==> config.mk <==
export PLATFORM = sky130hd
export DESIGN_NAME = game_match_ctrl
export DESIGN_NICKNAME = d
export VERILOG_FILES = /design/src/rtl/game_match_ctrl.sv
export SDC_FILE = /design/constraint.sdc
export NUM_CORES = 1
export LEC_CHECK = 0
export ABC_AREA = 1
export CORE_MARGIN = 10
export CORE_UTILIZATION = 40
export CTS_CLUSTER_DIAMETER = 120
export DETAILED_ROUTE_END_ITERATION = 8
export GPL_TIMING_DRIVEN = 1
export PLACE_DENSITY_LB_ADDON = 0.05
export REMOVE_ABC_BUFFERS = 1
export SYNTH_ARGS = -nofsm -noshare
export SYNTH_HDL_FRONTEND = slang
export SYNTH_SLANG_ARGS = --single-unit
==> constraint.sdc <==
create_clock -name CLK -period 3.9 [get_ports CLK]
set_input_delay 0.78 -clock CLK [delete_from_list [all_inputs] [get_ports CLK]]
set_output_delay 0.78 -clock CLK [all_outputs]
set_load 0.05 [all_outputs]
==> src/rtl/game_match_ctrl.sv <==
// Best-of-N match sequencer for the two-player Game datapath: round timing,
// command gating, KO/timeout detection and match scoring.
//
// state      | meaning
// IDLE       | waiting for START, Game held in reset
// ROUND_INIT | one cycle, Game in reset, turn timer loaded
// COUNTDOWN  | Game running with idle commands
// FIGHT      | live play, one-hot commands pass, outcome checked each cycle
// ROUND_END  | hold with final HP visible
// MATCH_END  | winner reported, waiting for START
module game_match_ctrl #(
  parameter int TURN_LIMIT    = 16,
  parameter int COUNTDOWN_CYC = 3,
  parameter int END_CYC       = 4,
  parameter int WINS_NEEDED   = 2,
  parameter int MAX_ROUNDS    = 5
) (
  input  logic       CLK,
  input  logic       RST,
  input  logic       START,
  input  logic [5:0] P1_IN,
  input  logic [5:0] P2_IN,
  input  logic [1:0] HP1,
  input  logic [1:0] HP2,
  output logic [5:0] P1,
  output logic [5:0] P2,
  output logic       GAME_RST,
  output logic [2:0] ROUND,
  output logic [4:0] TIMER,
  output logic [1:0] WINS1,
  output logic [1:0] WINS2,
  output logic       MATCH_OVER,
  output logic [1:0] WINNER,
  output logic [2:0] STATE
);

  typedef enum logic [2:0] {
    S_IDLE       = 3'd0,
    S_ROUND_INIT = 3'd1,
    S_COUNTDOWN  = 3'd2,
    S_FIGHT      = 3'd3,
    S_ROUND_END  = 3'd4,
    S_MATCH_END  = 3'd5
  } state_t;

  localparam logic [4:0] TIMER_LOAD = 5'(TURN_LIMIT);
  localparam logic [7:0] CD_LOAD    = 8'(COUNTDOWN_CYC - 1);
  localparam logic [7:0] END_LOAD   = 8'(END_CYC - 1);
  localparam logic [1:0] WINS_GOAL  = 2'(WINS_NEEDED);
  localparam logic [2:0] ROUND_LAST = 3'(MAX_ROUNDS);

  state_t     state_q, state_d;
  logic [7:0] cnt_q, cnt_d;
  logic [5:0] p1_q, p1_d, p2_q, p2_d;
  logic       game_rst_q, game_rst_d;
  logic [2:0] round_q, round_d;
  logic [4:0] timer_q, timer_d;
  logic [1:0] wins1_q, wins1_d, wins2_q, wins2_d;
  logic       match_over_q, match_over_d;
  logic [1:0] winner_q, winner_d;

  function automatic logic [5:0] gate_cmd(input logic [5:0] cmd);
    return $onehot(cmd) ? cmd : 6'd0;
  endfunction

  always_ff @(posedge CLK) begin
    if (RST) begin
      state_q      <= S_IDLE;
      cnt_q        <= '0;
      p1_q         <= '0;
      p2_q         <= '0;
      game_rst_q   <= 1'b1;
      round_q      <= '0;
      timer_q      <= '0;
      wins1_q      <= '0;
      wins2_q      <= '0;
      match_over_q <= 1'b0;
      winner_q     <= '0;
    end else begin
      state_q      <= state_d;
      cnt_q        <= cnt_d;
      p1_q         <= p1_d;
      p2_q         <= p2_d;
      game_rst_q   <= game_rst_d;
      round_q      <= round_d;
      timer_q      <= timer_d;
      wins1_q      <= wins1_d;
      wins2_q      <= wins2_d;
      match_over_q <= match_over_d;
      winner_q     <= winner_d;
    end
  end

  // Every output is computed for the state being entered, so the registered
  // values line up with STATE on the same cycle.
  always_comb begin
    state_d      = state_q;
    cnt_d        = cnt_q;
    p1_d         = 6'd0;
    p2_d         = 6'd0;
    game_rst_d   = game_rst_q;
    round_d      = round_q;
    timer_d      = timer_q;
    wins1_d      = wins1_q;
    wins2_d      = wins2_q;
    match_over_d = match_over_q;
    winner_d     = winner_q;

    case (state_q)
      S_IDLE, S_MATCH_END: begin
        if (START) begin
          state_d      = S_ROUND_INIT;
          round_d      = 3'd1;
          wins1_d      = 2'd0;
          wins2_d      = 2'd0;
          winner_d     = 2'd0;
          match_over_d = 1'b0;
          game_rst_d   = 1'b1;
          timer_d      = TIMER_LOAD;
        end
      end
      S_ROUND_INIT: begin
        state_d    = S_COUNTDOWN;
        game_rst_d = 1'b0;
        cnt_d      = CD_LOAD;
      end
      S_COUNTDOWN: begin
        if (cnt_q == 8'd0) state_d = S_FIGHT;
        else               cnt_d   = cnt_q - 8'd1;
      end
      S_FIGHT: begin
        p1_d    = gate_cmd(P1_IN);
        p2_d    = gate_cmd(P2_IN);
        timer_d = timer_q - 5'd1;
        if (HP1 == 2'd0 || HP2 == 2'd0 || timer_q == 5'd1) begin
          state_d = S_ROUND_END;
          cnt_d   = END_LOAD;
          p1_d    = 6'd0;
          p2_d    = 6'd0;
          if (HP1 == 2'd0 && HP2 == 2'd0) begin
            // double KO is a draw
          end else if (HP2 == 2'd0) begin
            wins1_d = wins1_q + 2'd1;
          end else if (HP1 == 2'd0) begin
            wins2_d = wins2_q + 2'd1;
          end else if (HP1 > HP2) begin
            wins1_d = wins1_q + 2'd1;
          end else if (HP2 > HP1) begin
            wins2_d = wins2_q + 2'd1;
          end
        end
      end
      S_ROUND_END: begin
        if (cnt_q != 8'd0) begin
          cnt_d = cnt_q - 8'd1;
        end else if (wins1_q == WINS_GOAL || wins2_q == WINS_GOAL ||
                     round_q == ROUND_LAST) begin
          state_d      = S_MATCH_END;
          match_over_d = 1'b1;
          game_rst_d   = 1'b1;
          if (wins1_q > wins2_q)      winner_d = 2'b01;
          else if (wins1_q < wins2_q) winner_d = 2'b10;
          else                        winner_d = 2'b11;
        end else begin
          state_d    = S_ROUND_INIT;
          round_d    = round_q + 3'd1;
          game_rst_d = 1'b1;
          timer_d    = TIMER_LOAD;
        end
      end
      default: begin
        state_d    = S_IDLE;
        game_rst_d = 1'b1;
      end
    endcase
  end

  assign P1         = p1_q;
  assign P2         = p2_q;
  assign GAME_RST   = game_rst_q;
  assign ROUND      = round_q;
  assign TIMER      = timer_q;
  assign WINS1      = wins1_q;
  assign WINS2      = wins2_q;
  assign MATCH_OVER = match_over_q;
  assign WINNER     = winner_q;
  assign STATE      = state_q;

endmodule

==> Yosys cells after proc, flatten, opt, wreduce, memory -nomap -nowiden <==
Index checks and enable logic that the tools add are counted.
{ "word_totals": {"inputBits": 19, "ff_bits": 39} }
{ "op_classes": {"bitwise": 4, "add_sub_neg": 15, "n_reduce_logical": 26, "n_eq_ne": 25, "magnitude_cmp": 4, "mux": 43} }
{ "op_table": {"columns": ["op", "n"], "rows": [
  ["8-bit one-hot mux with 4 select lines", 1],
  ["2-bit two-way mux", 15],
  ["8-bit two-way mux", 3],
  ["3-bit two-way mux", 7],
  ["2-bit != test, second input constant", 10],
  ["4-bit AND reduction", 5],
  ["5-bit two-way mux", 3],
  ["3-bit one-hot mux with 5 select lines", 1],
  ["5-bit one-hot mux with 3 select lines", 1],
  ["1-bit by 1-bit adder with 2-bit output", 6],
  ["3-bit != test, second input constant", 4],
  ["2-bit one-hot mux with 2 select lines", 3],
  ["3-bit by 1-bit equality test with 1-bit output, second input constant", 3],
  ["3-bit equality test, second input constant", 3],
  ["8-bit logical NOT", 1],
  ["8-bit nonzero test", 1],
  ["4-bit OR reduction", 2],
  ["8-bit by 1-bit subtractor with 8-bit output, second input constant", 1],
  ["7-bit AND reduction", 1],
  ["2-bit by 2-bit adder with 3-bit output", 2],
  ["3-bit by 2-bit adder with 3-bit output", 2],
  ["3-bit by 2-bit equality test with 1-bit output, second input constant", 2],
  ["2-bit > comparator", 3],
  ["1-bit two-way mux", 6],
  ["20 further kinds", 31]
]} }

==> Depth between registers and ports, before layout <==
{ "depth": {"depth_word": 8, "depth_mapped": 11, "depth_no_buf": 11} }

==> Worst setup path after synthesis <==
Ideal clock, no wire load.
{ "synth_timing": {"path_kind": "in2reg", "startpoint": "in P1_IN[0]", "endpoint": "reg p1_q[0], in the netlist P1[0]", "path_stages": 9, "n_path_buf": 0, "arrival_time_ps": 2813, "path_slack_ps": 1018, "cell_sequence": "inv_1 > fa_1 > fa_1 > inv_1 > ha_1 > fa_1 > nor2_1 > nand4_1 > nor2_1"} }
{ "synth_between": {"elab_chain_cells": 6} }
{ "synth_lines": {"columns": ["item", "line_no", "text"], "rows": [
  ["from (decl)", "21", "input logic [5:0] P1_IN,"],
  ["1-bit by 1-bit adder with 2-bit output (not written as such)", "63", "return $onehot(cmd) ? cmd : 6'd0;"],
  ["2-bit by 2-bit adder with 3-bit output (not written as such)", "63", null],
  ["3-bit by 2-bit adder with 3-bit output (not written as such)", "63", null],
  ["3-bit by 1-bit equality test with 1-bit output", "63", null],
  ["1-bit NOT (no source line)", null, null],
  ["4-bit OR reduction (no source line)", null, null],
  ["to (signal assigned)", "82", "p1_q <= p1_d;"],
  ["to (decl)", "54", "logic [5:0] p1_q, p1_d, p2_q, p2_d;"]
]} }
Several ways; a longest one is shown, not always the timed one.
A chain may end at the register's enable or synchronous reset.

==> Worst setup path after layout <==
{ "layout_timing": {"startpoint": "in P1_IN[0]", "endpoint": "reg p1_q[5], in the netlist P1[5]"} }
{ "layout_between": {"elab_chain_cells": 6} }
{ "layout_lines": {"columns": ["item", "line_no"], "rows": [
  ["1-bit by 1-bit adder with 2-bit output (not written as such)", "63"],
  ["2-bit by 2-bit adder with 3-bit output (not written as such)", "63"],
  ["3-bit by 2-bit adder with 3-bit output (not written as such)", "63"],
  ["3-bit by 1-bit equality test with 1-bit output", "63"],
  ["1-bit NOT (no source line)", null],
  ["4-bit OR reduction (no source line)", null]
]} }
No other way between the ends.

==> results.toml <==
[power_and_ir_drop]
net-switching-power_uw = 973
leakage_uw = 0.00136
ir_drop_uv = 305
power.density_nw_per_um2 = 686
sequentialPowerShare_pct = 27.4
p_comb_share_pct = 55.7
p_int_uw = 1060
switching_share_pct = 47.9
clkPwrFrac_pct = 16.9

[yosys]
synth_async_sr_flop_share_pct = 0
synth_most_common_cell = "nand2_1"
synth_cells = 326
synth_area_leaders = "dfxtp_1 (34%), nand2_1 (14%), nor2_1 (8.6%)"
yosysTopAreaCell = "dfxtp_1"
ys_seq_area_share_pct = 34.5
ys_types = 25
synth_common_cells = "nand2_1 (83), nor2_1 (52), inv_1 (44)"
synth_edf_count = 0
netlist_area_sq_um = 2270
ys_seq_elements = 39
yosys_most_used_dff = "dfxtp_1"
syn_avg_cell_area_sq_um = 6.95
yosysWarnings = 0
yosysTopAreaCellShare_pct = 34.5

[layout]
regArea_sq_um = 781
final_core_util_pct = 53.7
antenna_cells = 0
fin_nets = 419
final_layout_size_suffix_gt1_share_pct = 8.64
syn_to_final_growth_pct = 30.6
multi_input_area_sq_um = 1290
fin_cells = 454
fillCellCount = 561

[die]
io_pins = 50
fp.coreArea_sq_um = 5510
die-height_um = 95.3
initial_utilization_pct = 41.1
rows = 27
dieArea_sq_um = 9080
die_x_um = 95.3

[global_route]
grt_use_met1_pct = 15.0
grt_pass1_wl_um = 9090
grt_overflow = 0
grt_max_degree = 16
grtUsageMet3_pct = 3.61
antenna_found_initial = 0
grt_use_met2_pct = 20.1
grt_pass1_vias = 2002
gr-max-usage-layer = "met2"
grt_use_total_pct = 12.3

[timing]
rsz0062_at_grt = "no"
tns_ns = 0
setup_viol = 0
holdWs_ns = 0.466
finalWorstSetupSlack_ns = 0.685
layout_min_cycle_time_ns = 3.22
tightest_slew_ns = 0.571
drv_slew = 0
slew_headroom_pct = 61.8
max_clock_freq_mhz = 311
finalCritPeriodShare_pct = 82.4
skew_ns = 0.00780
hold_violations = 0

[placed_design]
dp_slack_ns = 0.377
port_buffers = 49
place_inst = 446
dpl.hpwl_um = 4210
routabilityCongestion = 0.826

[route]
drtIter0Drc = 37
drc = 0
routedWlPerCell_um = 11.7
vias = 2131
first_pass_iters = 4
detail-route-antenna-nets = 0
routed_wl_um = 5320
viasPerCell = 4.69

[setup_path]
criticalPathCategory = "primary input to flop"
endpoint_kind = "flop"
cp.required_ns = 4.13
start_kind = "primary input"
reg2reg_slack_ns = 2.15
arrival_ns = 3.45
r2r_start = "WINS2[0]"
path_max_fanout = 6
r2r.worst_path.cells = 8
crit_start = "P1_IN[0]"

[flow_run]
maxCapViolations = 0

[clock_network]
clockBufferDepth = 2
cts_hold_repair.buffers = 0
h-tree-depth = 2
cts.sinks = 39
post_cts_buffers = 0
numCtsBuffers = 5
tritoncts = "built"
cts.repair.resized = 0
cts_root_buf = "clkbuf_8"
clk_pin_slew_ns = 0.08
insertion_delay_ns = 0.30

[outcome]
status = "complete, no violations"

[hold_path]
hold_depth = 2
holdCritStartpoint = "GAME_RST"
hp-class = "flop to flop"
==> critical path, stage by stage <==
cell             delay [ns]
clkdlybuf4s50_1        0.46
inv_1                  0.06
fa_1                   0.49
fa_1                   0.50
inv_1                  0.05
ha_1                   0.19
fa_1                   0.43
nor2_1                 0.12
nand4_1                0.23
nor2_1                 0.15
==> layer usage <==
metal	wire length, um	vias up
met5	0	-
met4	72	0
met3	471	8
met2	2410	44
met1	2360	951
li1	-	1128
==> registers in the layout, summed over array words and instances (netlist names) <==
name and cells:
STATE 3, MATCH_OVER 1, P1 6, WINNER 2, cnt_q 8, WINS1 2, GAME_RST 1, TIMER 5
P2 6, ROUND 3, WINS2 2
==> power groups by stage <==
stage	clock [uW]	combinational (uW)	sequential [uW]
2_1_floorplan	0	712	711
3_3_place_gp	0	1140	566
3_5_place_dp	0	1140	566
4_1_cts	358	1150	557
5_1_grt	368	1310	571
6_report	343	1130	556
==> stage by stage <==
stage / power (uW) / instance area (sq um)
final: 2030 / 2960
after global routing: 2250 / 2960
after global placement: 1700 / 2850
after floorplan: 1420 / 2260
after CTS: 2060 / 2960
after detailed placement: 1710 / 2850
==> cell families after synthesis <==
group           Yosys count  synth area share [%]
compound gates           31                  7.07
xor+xnor                  4                  1.55
fa+ha+maj                19                  12.5
buf+inv                  51                  8.56
flops                    39                  34.5
simple gates            182                  35.9
==> cells in the final DEF (no fill, tap or decap), drive strengths merged <==
| master | instances |
|---|---|
| xnor2 | 2 |
| o21bai | 2 |
| clkdlybuf4s50 | 49 |
| nor2 | 56 |
| xor2 | 2 |
| fa | 6 |
| nand3 | 27 |
| clkinv | 2 |
| inv | 49 |
| buf | 1 |
| nand2 | 87 |
| o21ai | 8 |
| dfxtp | 39 |
| a21oi | 21 |
| ha | 13 |
| nor3 | 2 |
| clkbuf | 5 |
| nand4 | 5 |
| or2 | 5 |
| bufinv | 1 |
==> final timing paths <==
kind | end
worst max-delay path | P1[5]
worst min-delay path | GAME_RST
worst max register to register | ROUND[0]
worst min register to register | GAME_RST
==> cell type report <==
class | count | area share [%]
multi-input combinational | 236 | 43.6
inverter | 49 | 6.30
timing repair buffer | 50 | 16.8
tap | 72 | 3.04
clock buffer | 5 | 2.33
clock inverter | 3 | 1.48
sequential | 39 | 26.4
No activity file was read; power rests on OpenSTA's default activity.
